`src/rtl/seq_adder_bcd_display.sv`:
```
// seq_adder_bcd_display
//   Registers two WIDTH-bit operands on a start pulse and forms their full
//   WIDTH+1-bit sum. The sum is converted to BCD by shift-add-3, one bit per
//   clock. The result drives a time-multiplexed, active-low 7-segment display
//   with leading-zero blanking.
//
// Ports
//   clk    : system clock, rising edge
//   rst_n  : synchronous active-low reset
//   start  : operation request, only honoured while idle
//   a, b   : operands, captured when start is accepted
//   busy   : high while the BCD conversion runs
//   done   : one-cycle pulse when a new result reaches the display
//   sum    : registered {carry, a+b}
//   seg    : segment drive {g,f,e,d,c,b,a}, active-low
//   an     : digit enables, active-low one-hot, an[0] = least significant
module seq_adder_bcd_display #(
  parameter int unsigned WIDTH    = 8,
  parameter int unsigned DIGITS   = 3,
  parameter int unsigned SCAN_DIV = 100000
) (
  input  logic              clk,
  input  logic              rst_n,
  input  logic              start,
  input  logic [WIDTH-1:0]  a,
  input  logic [WIDTH-1:0]  b,
  output logic              busy,
  output logic              done,
  output logic [WIDTH:0]    sum,
  output logic [6:0]        seg,
  output logic [DIGITS-1:0] an
);

  localparam int unsigned SW     = WIDTH + 1;
  localparam int unsigned BW     = 4 * DIGITS;
  localparam int unsigned CNT_W  = $clog2(SW);
  localparam int unsigned SCAN_W = (SCAN_DIV > 1) ? $clog2(SCAN_DIV) : 1;
  localparam int unsigned IDX_W  = (DIGITS > 1) ? $clog2(DIGITS) : 1;

  typedef enum logic {IDLE, CONV} state_t;

  state_t            state_q;
  logic [SW-1:0]     sum_q;
  logic [SW-1:0]     sum_d;
  logic [SW-1:0]     src_q;
  logic [BW-1:0]     bcd_q;
  logic [BW-1:0]     bcd_d;
  logic [BW-1:0]     bcd_adj;
  logic [BW-1:0]     disp_q;
  logic [CNT_W-1:0]  cnt_q;
  logic [SCAN_W-1:0] scan_q;
  logic [IDX_W-1:0]  idx_q;
  logic              busy_q;
  logic              done_q;

  logic [3:0]        cur_nib;
  logic              cur_blank;
  logic              upper_zero;

  function automatic logic [6:0] seg_decode(input logic [3:0] n);
    case (n)
      4'd0:    return 7'b1000000;
      4'd1:    return 7'b1111001;
      4'd2:    return 7'b0100100;
      4'd3:    return 7'b0110000;
      4'd4:    return 7'b0011001;
      4'd5:    return 7'b0010010;
      4'd6:    return 7'b0000010;
      4'd7:    return 7'b1111000;
      4'd8:    return 7'b0000000;
      4'd9:    return 7'b0010000;
      default: return 7'b1111111;
    endcase
  endfunction

  assign sum_d = SW'(a) + SW'(b);

  // One double-dabble step: correct nibbles >= 5, then shift in the next sum bit.
  always_comb begin
    bcd_adj = bcd_q;
    for (int unsigned i = 0; i < DIGITS; i++) begin
      if (bcd_adj[4*i +: 4] >= 4'd5) begin
        bcd_adj[4*i +: 4] = bcd_adj[4*i +: 4] + 4'd3;
      end
    end
    bcd_d = {bcd_adj[BW-2:0], src_q[SW-1]};
  end

  always_ff @(posedge clk) begin
    if (!rst_n) begin
      state_q <= IDLE;
      sum_q   <= '0;
      src_q   <= '0;
      bcd_q   <= '0;
      disp_q  <= '0;
      cnt_q   <= '0;
      busy_q  <= 1'b0;
      done_q  <= 1'b0;
    end else begin
      done_q <= 1'b0;
      case (state_q)
        IDLE: begin
          if (start) begin
            sum_q   <= sum_d;
            src_q   <= sum_d;
            bcd_q   <= '0;
            cnt_q   <= '0;
            busy_q  <= 1'b1;
            state_q <= CONV;
          end
        end
        CONV: begin
          bcd_q <= bcd_d;
          src_q <= {src_q[SW-2:0], 1'b0};
          cnt_q <= cnt_q + CNT_W'(1);
          if (cnt_q == CNT_W'(WIDTH)) begin
            // Take the post-shift value so the digits appear with done.
            disp_q  <= bcd_d;
            done_q  <= 1'b1;
            busy_q  <= 1'b0;
            state_q <= IDLE;
          end
        end
        default: state_q <= IDLE;
      endcase
    end
  end

  always_ff @(posedge clk) begin
    if (!rst_n) begin
      scan_q <= '0;
      idx_q  <= '0;
    end else if (scan_q == SCAN_W'(SCAN_DIV - 1)) begin
      scan_q <= '0;
      idx_q  <= (idx_q == IDX_W'(DIGITS - 1)) ? '0 : idx_q + IDX_W'(1);
    end else begin
      scan_q <= scan_q + SCAN_W'(1);
    end
  end

  // Walk from the top digit down so upper_zero covers the current digit and all above.
  always_comb begin
    upper_zero = 1'b1;
    cur_nib    = '0;
    cur_blank  = 1'b0;
    for (int unsigned k = 0; k < DIGITS; k++) begin
      upper_zero = upper_zero & (disp_q[4*(DIGITS-1-k) +: 4] == 4'd0);
      if (idx_q == IDX_W'(DIGITS - 1 - k)) begin
        cur_nib   = disp_q[4*(DIGITS-1-k) +: 4];
        cur_blank = (k != DIGITS - 1) && upper_zero;
      end
    end
    seg = cur_blank ? 7'b1111111 : seg_decode(cur_nib);
    an  = ~(DIGITS'(1) << idx_q);
  end

  assign busy = busy_q;
  assign done = done_q;
  assign sum  = sum_q;

endmodule

```
`config.mk`:
```
export PLATFORM = sky130hd
export DESIGN_NAME = seq_adder_bcd_display
export DESIGN_NICKNAME = d
export VERILOG_FILES = /design/src/rtl/seq_adder_bcd_display.sv
export SDC_FILE = /design/constraint.sdc
export NUM_CORES = 1
export LEC_CHECK = 0
export ABC_CLOCK_PERIOD_IN_PS = 1800
export CAP_MARGIN = 5
export CORE_MARGIN = 2
export CORE_UTILIZATION = 40
export DETAILED_ROUTE_END_ITERATION = 16
export RECOVER_POWER = 50
export SLEW_MARGIN = 15
export SYNTH_ARGS = -nofsm -noshare
export SYNTH_HDL_FRONTEND = slang
export SYNTH_SLANG_ARGS = --single-unit
```
`constraint.sdc`:
```
create_clock -name clk -period 1.8 [get_ports clk]
set_clock_uncertainty 0.05 [all_clocks]
set_input_delay 0.36 -clock clk [delete_from_list [all_inputs] [get_ports clk]]
set_output_delay 0.36 -clock clk [all_outputs]
set_load 0.01 [all_outputs]
```
# Yosys cells after proc, flatten, opt, wreduce, memory -nomap -nowiden
# Memories as Yosys holds them, arrays and structs flattened.
# Index checks and enable logic that the tools add are counted.
[op_classes]
n_addsub = 7
n_lt_le_gt_ge = 3
eq_ne = 6
n_shift = 1
mux = 24
bitwise = 4
n_reduce_logical = 8
[ops]
columns = ["op", "count"]
rows = [
  ["$mux W4", 6],
  ["$pmux W12 S2", 1],
  ["$pmux W9 S2", 1],
  ["$add A17 B1 Y17 const B", 1],
  ["$eq A17 B17 Y1 const B", 1],
  ["$ge A4 B3 Y1 const B", 3],
  ["$mux W12", 1],
  ["$add A8 B8 Y9", 1],
  ["$mux W9", 1],
  ["$add A4 B2 Y4 const B", 2],
  ["$logic_not A4 Y1", 2],
  ["$mux W1", 8],
  ["$pmux W4 S2", 1],
  ["$reduce_and A2 Y1", 4],
  ["$mux W7", 1],
  ["$add A4 B1 Y4 const B", 1],
  ["$eq A4 B4 Y1 const B", 1],
  ["$pmux W1 S2", 2],
  ["$add A3 B2 Y3 const B", 1],
  ["$mux W3", 1],
  ["$not A3 Y3", 1],
  ["$shl A1 B2 Y3 const A", 1],
  ["$add A2 B1 Y2 const B", 1],
  ["$eq A2 B1 Y1 const B", 1],
  ["8 further kinds", 9],
]
[totals]
reg_bits = 68
rom_bits = 112
output_inout_bits = 21
mem_count = 1
[mem_list]
columns = ["name", "words", "word_bits", "read_ports", "rd_clocked_by_memory_dff", "write_ports", "line", "text"]
rows = [
  ["(name not given)", 16, 7, 1, 0, 0, "61", "case (n)"],
]

# Longest topological paths before layout
# Gate-level depths: netlist (run 1).
# An unclocked memory read counts as a cell.
[depth]
ltp_word = 6
mapped_depth = 8
depth_no_buf = 7

# Worst setup path after synthesis (run 1)
# No wires, ideal clock.
[synth_timing]
path_type = "register -> output"
from = "register idx_q[1]"
to = "output port seg[3]"
t_arrival_ns = 1.548
required_ns = 1.390
path_slack_ns = -0.158
stages_incl_launch_ff = 9
cell_sequence = "dfxtp_1 -> buf_6 -> mux2i_1 -> a2bb2oi_1 -> inv_1 -> ha_1 -> inv_1 -> o21ai_0 -> nand4_1"
[synth_between]
elab_chain_len = 6
word_cells_on_any_way = 11
classes_between = "eq/ne: 2; mux: 7; reduce/logical: 1; memory: 1"
[synth_rtl]
columns = ["item", "line", "text"]
rows = [
  ["from (decl)", "52", "logic [IDX_W-1:0] idx_q;"],
  ["from (signal assigned)", "135", "idx_q <= (idx_q == IDX_W'(DIGITS - 1)) ? '0 : idx_q + IDX_W'(1);"],
  ["$eq A2 B2 Y1", "148", "if (idx_q == IDX_W'(DIGITS - 1 - k)) begin"],
  ["$mux W4 (3 in a row)", "148", ""],
  ["$mem_v2 Z16 W7", "--", ""],
  ["$mux W7 *", "153", "seg = cur_blank ? 7'b1111111 : seg_decode(cur_nib);"],
  ["to (decl)", "30", "output logic [6:0] seg,"],
]
# Mark *: on every way between the ends. The rest lies on a longest branch, timed or not.

# Worst setup path in the final report (run 1)
# Ends and elaborated chain as after synthesis.

==> metrics.yaml, run 1 <==
clocking:
  clk_latency_ns: 0.35
  clk_pin_slew_ns: 0.08
  cts.path.max_buffers: 2
  cts_tree: "yes"
  hold_buffers: 0
  numCtsBuffers: 9
  cts.sinks: 68
  cts_htree_levels: 3
  cts-root-buf: "clkbuf_8"
critical_path:
  r2r_end: "scan_q[11]"
  worst-setup-path-type: "reg2out"
  worstPathRequired_ns: 1.39
  crit_fanout: 4
  crit_path_start_kind: "register"
  arrival_ns: 1.88
  r2r-start: "scan_q[0]"
  crit_start: "idx_q[1]"
  reg2reg_slack_ns: 0.11
  end_kind: "primary output"
  r2r_cells: 7
placed_design:
  dp_cells: 608
  hpwl_um: 5770
  placed_area_mm2: 0.00438
  portBuffers: 39
  place_congestion: 0.841
worst_hold_path:
  min_from: "scan_q[0]"
  hold_end: "scan_q[0]"
  hp-class: "reg2reg"
  hold_path_depth: 1
timing:
  period_share_pct: 127
  final_max_slew_viol_count: 0
  worst_slew_pin_slew_ns: 0.453
  fmax_ghz: 0.437
  max_slew_margin_pct: 69.7
  setup_viol: 11
  period_needed_ns: 2.29
  hold_violations: 0
  tns_ns: -2.98
  rsz0062_at_grt: "yes"
  final.setup.worst_slack_ns: -0.490
floorplanning:
  core_mm2: 0.00864
  die_area_mm2: 0.00960
  die_y_um: 98.0
  start_util_pct: 40.9
  die_w_um: 98.0
  placement_rows: 34
  pin_count: 40
logic_synthesis:
  async_reset_ff_share_pct: 0
  synth_cell_types: 56
  synthTopCellsByArea: "dfxtp_1 (39%), a21oi_1 (6.4%), ha_1 (6.4%), nor2_1 (6.1%), nand2_1 (4.5%)"
  syn_area_per_cell_um2: 8.26
  ys_seq_area_share_pct: 38.5
  synth_cells: 428
  synth_ff_type: "dfxtp_1"
  synth.area.mux_share_pct: 3.12
  synth_top_family_by_area: "simple AND/OR/NAND/NOR gates"
  synthTopCellsByCount: "dfxtp_1 (68), nor2_1 (57), a21oi_1 (45)"
  syn_nets: 466
  synthAdderAreaFrac_pct: 6.94
  synth_top_area_share_pct: 38.5
  yosys_warnings: 0
  ys_seq_elements: 68
  synth_compound_area_share_pct: 17.3
  synth_edf_count: 0
  synth_simple_gate_area_share_pct: 24.3
  synth_xor_area_share_pct: 5.21
  post-synth-top-count-cell: "dfxtp_1"
  synthesis.area_mm2: 0.00353
  yosys.area.top_type: "dfxtp_1"
route:
  drtPass1Iterations: 4
  drc: 0
  drtIter0Drc: 153
  drt-vias-per-instance: 5.01
  antenna_left: 0
  via_count: 3189
  drt_wl_total_um: 8050
  wire_per_inst_um: 12.7
cells_and_area:
  fin_util_pct: 56.5
  final_area_mm2: 0.00488
  seq_area_mm2: 0.00137
  synthToLayoutAreaGrowth_pct: 38.2
  layout-drive-gt1-share_pct: 24.4
  fill_cells: 789
  n_antenna_cell: 0
  instances_no_fill: 636
  nets: 561
  multi_input_area_mm2: 0.00220
grt:
  first_global_vias: 3185
  grt_pass1_wl_um: 14000
  grt_overflow: 0
  grt.total_usage_pct: 17.6
  grt_max_degree: 36
  antenna_found_initial: 0
flow_run:
  max_cap_violations: 0
run_status:
  violations: "setup timing"
  outcome: "complete, but fails checks"
power_and_ir_drop:
  leakage_nw: 2.02
  power_density_mw_per_mm2: 731
  vdd_ir_drop_max_mv: 0.434
[sequential cells by signal, summed over array words and instances (netlist names)]
register	count
cnt_q	4
done	1
scan_q	17
state_q	1
bcd_q	12
busy	1
idx_q	2
disp_q	12
src_q	9
sum	9
[power breakdown]
| part | leakage [nW] | internal, W | switching, W | total (W) |
|---|---|---|---|---|
| Combinational | 1.34 | 0.000226 | 0.000215 | 0.000442 |
| Clock | 0.122 | 0.000957 | 0.000582 | 0.00154 |
| Sequential | 0.554 | 0.00155 | 0.0000362 | 0.00159 |
[kinds of logic (layout without fill, tap and decap cells)]
family          count (synthesis)  count (layout)
mux                            11              11
buf+inv                        36             136
compound gates                100             100
fa+ha+maj                      19              19
flops                          68              68
simple gates                  173             173
xor+xnor                       21              21
[through the flow]
step	hold WS, ns	setup WS [ns]	total power [W]
final	0.411	-0.490	0.00357
after global routing	0.430	-0.578	0.00374
after CTS	0.414	-0.483	0.00361
after detailed placement	0.396	-0.535	0.00205
after global placement	0.395	-0.479	0.00205
after floorplan	0.375	-0.0670	0.00184
[worst max-delay path, stage by stage (launching register included)]
cell,delay (ns)
dfxtp_4,0.38
buf_6,0.11
nor2b_4,0.04
buf_12,0.13
a2bb2oi_4,0.15
inv_2,0.07
ha_4,0.28
inv_2,0.03
o21ai_1,0.12
nand4_1,0.08
buf_2,0.14
[how the worst max path moves through the flow]
stage,end,cells after the start
after floorplan,seg[3],8
after global placement,seg[0],5
after detailed placement,sum[7],7
after CTS,seg[3],10
after global routing,seg[3],10
final,seg[3],10
[layout by cell type (no fill, tap or decap), types with 9 or more instances in the layout]
master	netlist	routed
buf_4	1	45
clkdlybuf4s50_1	0	18
o21ai_0	20	14
nor2_1	57	55
buf_6	2	9
inv_1	17	14
a21oi_1	45	42
ha_1	18	12
nand2_1	42	40
clkbuf_8	0	10
nand3_1	10	11
dfxtp_1	68	65
nor3_1	22	21
xnor2_1	12	12
and3_1	10	10
[per-layer routing]
layer | track usage (%) | share of wire (%)
met1 | 21.0 | 47
met3 | 4.15 | 3.3
met5 | 0 | 0
met4 | 7.59 | 1.9
met2 | 30.1 | 48
[area by class of cell]
class                           instances  area share, %
Multi-Input combinational cell        324           45.1
Sequential cell                        68           28.0
Timing Repair Buffer                  102           17.6
Clock buffer                           10           2.82
Tap cell                              108           2.77
Clock inverter                          6           2.28
Inverter                               18           1.44
[timing repair]
| action | in CTS | in global routing |
|---|---|---|
| gates cloned | 1 | 0 |
| resized for setup | 76 | 20 |
| hold endpoints to repair | 0 | 0 |
| pin swaps | 17 | 14 |
| setup endpoints to repair | 22 | 17 |
| buffers inserted | 10 | 2 |
No activity file was read; power rests on OpenSTA's default activity.
==> run 2: changes to the inputs <==
--- a/config.mk
+++ b/config.mk
@@ -11,6 +11,7 @@
 export CORE_UTILIZATION = 40
 export DETAILED_ROUTE_END_ITERATION = 16
 export RECOVER_POWER = 50
+export SETUP_SLACK_MARGIN = 0.2
 export SLEW_MARGIN = 15
 export SYNTH_ARGS = -nofsm -noshare
 export SYNTH_HDL_FRONTEND = slang
==> metrics.yaml, run 2 (same netlist as run 1, synthesis figures left out) <==
floorplanning:
  die_y_um: 98.0  # unchanged
  pin_count: 40  # unchanged
  placement_rows: 34  # unchanged
  start_util_pct: 40.9  # unchanged
  die_area_mm2: 0.00960  # unchanged
  core_mm2: 0.00864  # unchanged
  die_w_um: 98.0  # unchanged
cells_and_area:
  final_common_cell: "dfxtp_1"
  final_cell_mix: "dfxtp_1 (58), nor2_1 (54), buf_4 (52), nand2_1 (40), a21oi_1 (37)"
  fin_util_pct: 58.3  # +1.8 points
  n_antenna_cell: 0  # unchanged
  top_regs: "scan_q (17), bcd_q (12), disp_q (12)"
  instances_no_fill: 639  # +0.47%
  synthToLayoutAreaGrowth_pct: 42.5
  nets: 564  # +0.53%
  largest_reg_flops: 17  # unchanged
  largest-register: "scan_q"
  layout-drive-gt1-share_pct: 32.0  # +7.6 points
placed_design:
  portBuffers: 39  # unchanged
  hpwl_um: 5710  # -0.99%
  place_congestion: 0.793  # -5.8%
  dp_cells: 611  # +0.49%
grt:
  grt_overflow: 0  # unchanged
  antenna_found_initial: 0  # unchanged
  grt_max_degree: 39  # +8.3%
  grt.total_usage_pct: 17.3  # -0.27 points
  first_global_vias: 3116  # -2.2%
  grt_pass1_wl_um: 13900  # -0.94%
timing:
  max_slew_margin_pct: 70.8  # +1.1 points
  rsz0062_at_grt: "yes"
  period_needed_ns: 2.28  # -0.00651 ns
  fmax_ghz: 0.438  # +0.28%
  final.setup.worst_slack_ns: -0.484  # +0.00651 ns
  period_share_pct: 127  # -0.36 points
  setup_viol: 8  # -3
  final_max_slew_viol_count: 0  # unchanged
  worst_slew_pin_slew_ns: 0.439  # -0.0143 ns
  hold_violations: 0  # unchanged
critical_path:
  crit_start: "idx_q[1]"
  crit_family: "flip-flops"
  timing.critical_path.cells: "mux2i_2 > a2bb2oi_2 > inv_2 > ha_4 > inv_2 > o21ai_1 > nand4_1 > buf_2"
  slowest_stage: "dfxtp_2"
  end_kind: "primary output"
  worst-setup-path-type: "reg2out"
  r2r-start: "scan_q[0]"
  worstPathRequired_ns: 1.39  # about the same
  crit_fanout: 3  # -1
  arrival_ns: 1.87  # about the same
  crit_path_start_kind: "register"
  path_buf_inv: 3  # -2
  cp_common_cell: "inv_2"
  max_stage_delay_ns: 0.37  # about the same
route:
  drtPass1Iterations: 4  # unchanged
  wl_met1_um: 3770  # +0.32%
  via_count: 3236  # +1.5%
  dr_wl_met2_um: 4070  # +5.4%
  drc: 0  # unchanged
  antenna_left: 0  # unchanged
  dr.max_layer_used: "met4"
  drt-vias-per-instance: 5.06  # +1.0%
  wire_per_inst_um: 12.9  # +2.0%
  drtIter0Drc: 113  # -26%
  dr_wl_met3_um: 292  # +8.6%
  drt_wl_total_um: 8250  # +2.5%
power_and_ir_drop:
  power_density_mw_per_mm2: 658  # -9.9%
  vdd_ir_drop_max_mv: 0.419  # -3.6%
  leakage_nw: 2.05  # +1.5%
run_status:
  violations: "setup timing"
  outcome: "complete, but fails checks"
clocking:
  clk_latency_ns: 0.34  # about the same
  hold_buffers: 0  # unchanged
  cts.path.max_buffers: 2  # unchanged
  clk_pin_slew_ns: 0.07  # about the same
  cts_tree: "yes"
  cts-root-buf: "clkbuf_8"
  numCtsBuffers: 9  # unchanged
  cts.sinks: 68  # unchanged
  cts_htree_levels: 3  # unchanged
worst_hold_path:
  hp-class: "in2reg"
  min_from: "a[0]"
flow_run:
  max_cap_violations: 0  # unchanged
run 2: cell types whose count changed in the layout (fill, tap and decap cells not counted), sizes merged, moves of 2 or more:
cell	previous run	this run
dlygate4sd3	5	1
bufinv	3	1
dlymetal6s2s	2	0
dlygate4sd2	4	18
buf	64	77
clkbuf	19	14
clkdlybuf4s50	18	3
run 2: repair_timing:
action	4_1_cts	5_1_grt
setup endpoints to repair	38	55
cloned	0	0
pin swaps	26	21
setup buffers	8	4
gates resized for setup	119	47
run 2: layout make-up:
type	count	area (um^2)
Tap cell	108	135
Fill cell	806	3600
Sequential cell	68	1370
Multi-Input combinational cell	324	2400
Timing Repair Buffer	105	856
Clock inverter	6	63.8
Clock buffer	10	138
Inverter	18	67.6
run 2: worst paths after layout:
kind | end | slack (ns) | cells after the start
max | seg[3] | -0.48 | 8
min | sum[0] | 0.36 | 4
max reg2reg | scan_q[4] | 0.08 | 7
min reg2reg | sum[5] | 0.42 | 2
run 2: metrics by stage:
step                total power, W  hold WS (ns)  worst slack [ns]  area [um^2]  TNS (ns)
floorplan                  0.00186         0.375           -0.0668         3600   -0.0683
global placement           0.00207         0.392            -0.533         4470     -8.82
detailed placement         0.00207         0.395            -0.560         4470     -9.38
CTS                        0.00334         0.381            -0.448         4900     -3.02
global route               0.00348         0.390            -0.595         5030     -4.17
finish                     0.00331         0.359            -0.484         5030     -3.15
run 2: metal layers:
layer | global-route usage [%] | vias to the layer above
met1 | 21.9 | 1481
met4 | 5.34 | 0
li1 | - | 1696
met2 | 29.7 | 49
met5 | 0 | -
met3 | 3.65 | 10
run 2: worst reg2reg max path, delay by kind of cell, from the launching register on:
kind	cells	cell delay (ns)
adders and majority gates	1	0.25
buffers and inverters	1	0.30
DFF	1	0.37
and+or+nand+nor	5	0.63
run 2: power breakdown:
part / leakage, nW / switching (W) / internal, W
clock network: 0.0983 / 0.000583 / 0.000674
logic: 1.39 / 0.000235 / 0.000230
registers: 0.557 / 0.0000369 / 0.00155
==> run 3: changes to the inputs <==
--- a/config.mk
+++ b/config.mk
@@ -8,7 +8,7 @@
 export ABC_CLOCK_PERIOD_IN_PS = 1800
 export CAP_MARGIN = 5
 export CORE_MARGIN = 2
-export CORE_UTILIZATION = 40
+export CORE_UTILIZATION = 30
 export DETAILED_ROUTE_END_ITERATION = 16
 export RECOVER_POWER = 50
 export SETUP_SLACK_MARGIN = 0.2
==> metrics.yaml, run 3 (same netlist as run 1, synthesis figures left out) <==
worst_hold_path:
  min_from: "b[0]"
  hold_end: "sum[0]"
  hp-class: "in2reg"
  hold_path_depth: 4  # unchanged
route:
  drt-vias-per-instance: 4.83  # -4.5%
  drtIter0Drc: 170  # +50%
  wire_per_inst_um: 12.7  # -1.5%
  drc: 0  # unchanged
  antenna_left: 0  # unchanged
  drt_wl_total_um: 8620  # +4.5%
  via_count: 3278  # +1.3%
  drtPass1Iterations: 4  # unchanged
timing:
  hold_violations: 0  # unchanged
  tns_ns: -2.80  # +0.358 ns
  final.setup.worst_slack_ns: -0.432  # +0.0516 ns
  rsz0062_at_grt: "yes"
  fmax_ghz: 0.448  # +2.3%
  worst_slew_pin_slew_ns: 0.605  # +0.166 ns
  period_needed_ns: 2.23  # -0.0516 ns
  final_max_slew_viol_count: 0  # unchanged
  whs_ns: 0.388  # +0.0292 ns
  max_slew_margin_pct: 59.7  # -11 points
  setup_viol: 8  # unchanged
  period_share_pct: 124  # -2.9 points
cells_and_area:
  synthToLayoutAreaGrowth_pct: 47.3
  largest_reg_flops: 17  # unchanged
  seq_area_mm2: 0.00138  # about the same
  nets: 568  # +0.71%
  fin_util_pct: 45.4  # -13 points
  final_common_cell: "dfxtp_1"
  largest-register: "scan_q"
  multi_input_area_mm2: 0.00239  # -0.47%
  top_regs: "scan_q (17), bcd_q (12), disp_q (12)"
  final_cell_mix: "dfxtp_1 (61), buf_4 (57), nor2_1 (55), nand2_1 (39), a21oi_1 (37)"
  layout-drive-gt1-share_pct: 32.9  # +0.88 points
  n_antenna_cell: 0  # unchanged
  fill_cells: 1102  # +37%
floorplanning:
  core_mm2: 0.0115  # +33%
  pin_count: 40  # unchanged
  die_area_mm2: 0.0127  # +32%
  die_w_um: 113  # +15%
  die_y_um: 113  # +15%
  placement_rows: 39  # +15%
  start_util_pct: 30.8  # -10 points
critical_path:
  end_kind: "primary output"
  reg2reg_slack_ns: 0.26  # +0.18 ns
  max_stage_delay_ns: 0.36  # about the same
  crit_path_start_kind: "register"
  path_buf_inv: 3  # unchanged
  r2r-start: "bcd_q[1]"
  r2r_cells: 7  # unchanged
  slowest_stage: "dfxtp_4"
  cp_common_cell: "buf_6"
  r2r_end: "bcd_q[4]"
  worst-setup-path-type: "reg2out"
  timing.critical_path.cells: "buf_6 > nor2b_4 > buf_6 > o2bb2ai_4 > nor3b_2 > o21ai_1 > buf_2"
  arrival_ns: 1.82  # -0.05 ns
  crit_start: "idx_q[1]"
  worstPathRequired_ns: 1.39  # about the same
  crit_fanout: 7  # +4
  crit_family: "simple AND/OR/NAND/NOR gates"
grt:
  grt_use_met3_pct: 3.19  # -0.46 points
  grt_max_degree: 30  # -23%
  grt-busiest-layer: "met2"
  use_met2_pct: 23.3  # -6.3 points
  grt.total_usage_pct: 14.0  # -3.3 points
  first_global_vias: 3163  # +1.5%
  grt_pass1_wl_um: 14700  # +6.1%
  grt_overflow: 0  # unchanged
  grt_use_met1_pct: 18.1  # -3.8 points
  antenna_found_initial: 0  # unchanged
power_and_ir_drop:
  leakage_nw: 2.09  # +2.3%
  seqPwrFrac_pct: 40.7  # -7.3 points
  power_switching_w: 0.000912  # +6.6%
  pwr-share-comb_pct: 12.0  # -2.0 points
  switching_share_pct: 23.3  # -2.5 points
  p_clk_share_pct: 47.3  # +9.4 points
  finalPower_w: 0.00391  # +18%
  power_density_mw_per_mm2: 752  # +14%
  p_int_w: 0.00300  # +22%
  vdd_ir_drop_max_mv: 0.533  # +27%
clocking:
  cts_tree: "yes"
  clk_pin_slew_ns: 0.05  # -0.02 ns
  clk_latency_ns: 0.32  # -0.02 ns
  cts.sinks: 68  # unchanged
  cts.path.max_buffers: 2  # unchanged
  cts_htree_levels: 3  # unchanged
  numCtsBuffers: 9  # unchanged
  cts-root-buf: "clkbuf_16"
  hold_buffers: 0  # unchanged
run_status:
  outcome: "complete, but fails checks"
  violations: "setup timing"
placed_design:
  portBuffers: 39  # unchanged
  place_congestion: 0.812  # +2.4%
  hpwl_um: 6170  # +8.0%
flow_run:
  max_cap_violations: 0  # unchanged
## run 3: cell count changes in the layout (fill, tap and decap cells not counted), moves of 3 or more
| cell | previous run | this run |
|---|---|---|
| dfxtp_2 | 10 | 5 |
| mux2i_2 | 2 | 5 |
| dfxtp_1 | 58 | 61 |
| buf_4 | 52 | 57 |
| clkbuf_8 | 10 | 0 |
| clkbuf_2 | 1 | 5 |
| clkbuf_16 | 0 | 9 |
| dlygate4sd2_1 | 18 | 15 |
## run 3: layout make-up
type                       instances  share of cell area, %
multi-input combinational        324                   45.9
timing repair buffer             109                   16.8
clock inverter                     6                   1.71
sequential                        68                   26.4
clock buffer                      10                   4.40
tap                              143                   3.44
inverter                          18                   1.35
## run 3: what timing repair did
action	4_1_cts	5_1_grt
pin swaps	32	27
setup buffers	8	3
resized for setup	126	47
setup endpoints to repair	41	50
## run 3: power by group through the flow
stage                     clock network (W)  registers [W]  logic, W
after global routing                0.00196        0.00160  0.000523
after global placement                    0        0.00162  0.000454
after detailed placement                  0        0.00162  0.000461
after floorplan                           0        0.00162  0.000234
after CTS                           0.00189        0.00159  0.000471
final                               0.00185        0.00159  0.000470
## run 3: routing by layer
layer,share of wire (%),up-vias
li1,-,1704
met1,47,1525
met2,48,41
met3,3.2,8
met4,1.2,0
met5,0,-
## run 3: worst register-to-register path, stage by stage (launching register included)
cell and delay [ns]:
dfxtp_2 0.34, inv_2 0.07, ha_1 0.18, nand2b_1 0.16, nor3b_1 0.14, a21oi_1 0.23, nor2_1 0.08, o21a_1 0.20
## run 3: worst max-delay path by stage
stage                to  slack, ns  cells after the start
2_1_floorplan    seg[3]      -0.07                      8
3_3_place_gp   src_q[4]      -0.53                      8
3_5_place_dp     sum[8]      -0.55                      8
4_1_cts          seg[3]      -0.45                      8
5_1_grt          seg[3]      -0.52                      8
6_report         seg[5]      -0.43                      7
## run 3: per-stage QoR
stage          worst slack (ns)  cell area (um^2)  std cells
2_1_floorplan           -0.0668              3600        428
3_3_place_gp             -0.532              4530        651
3_5_place_dp             -0.552              4530        651
4_1_cts                  -0.446              5090        675
5_1_grt                  -0.523              5200        678
6_report                 -0.432              5200        678
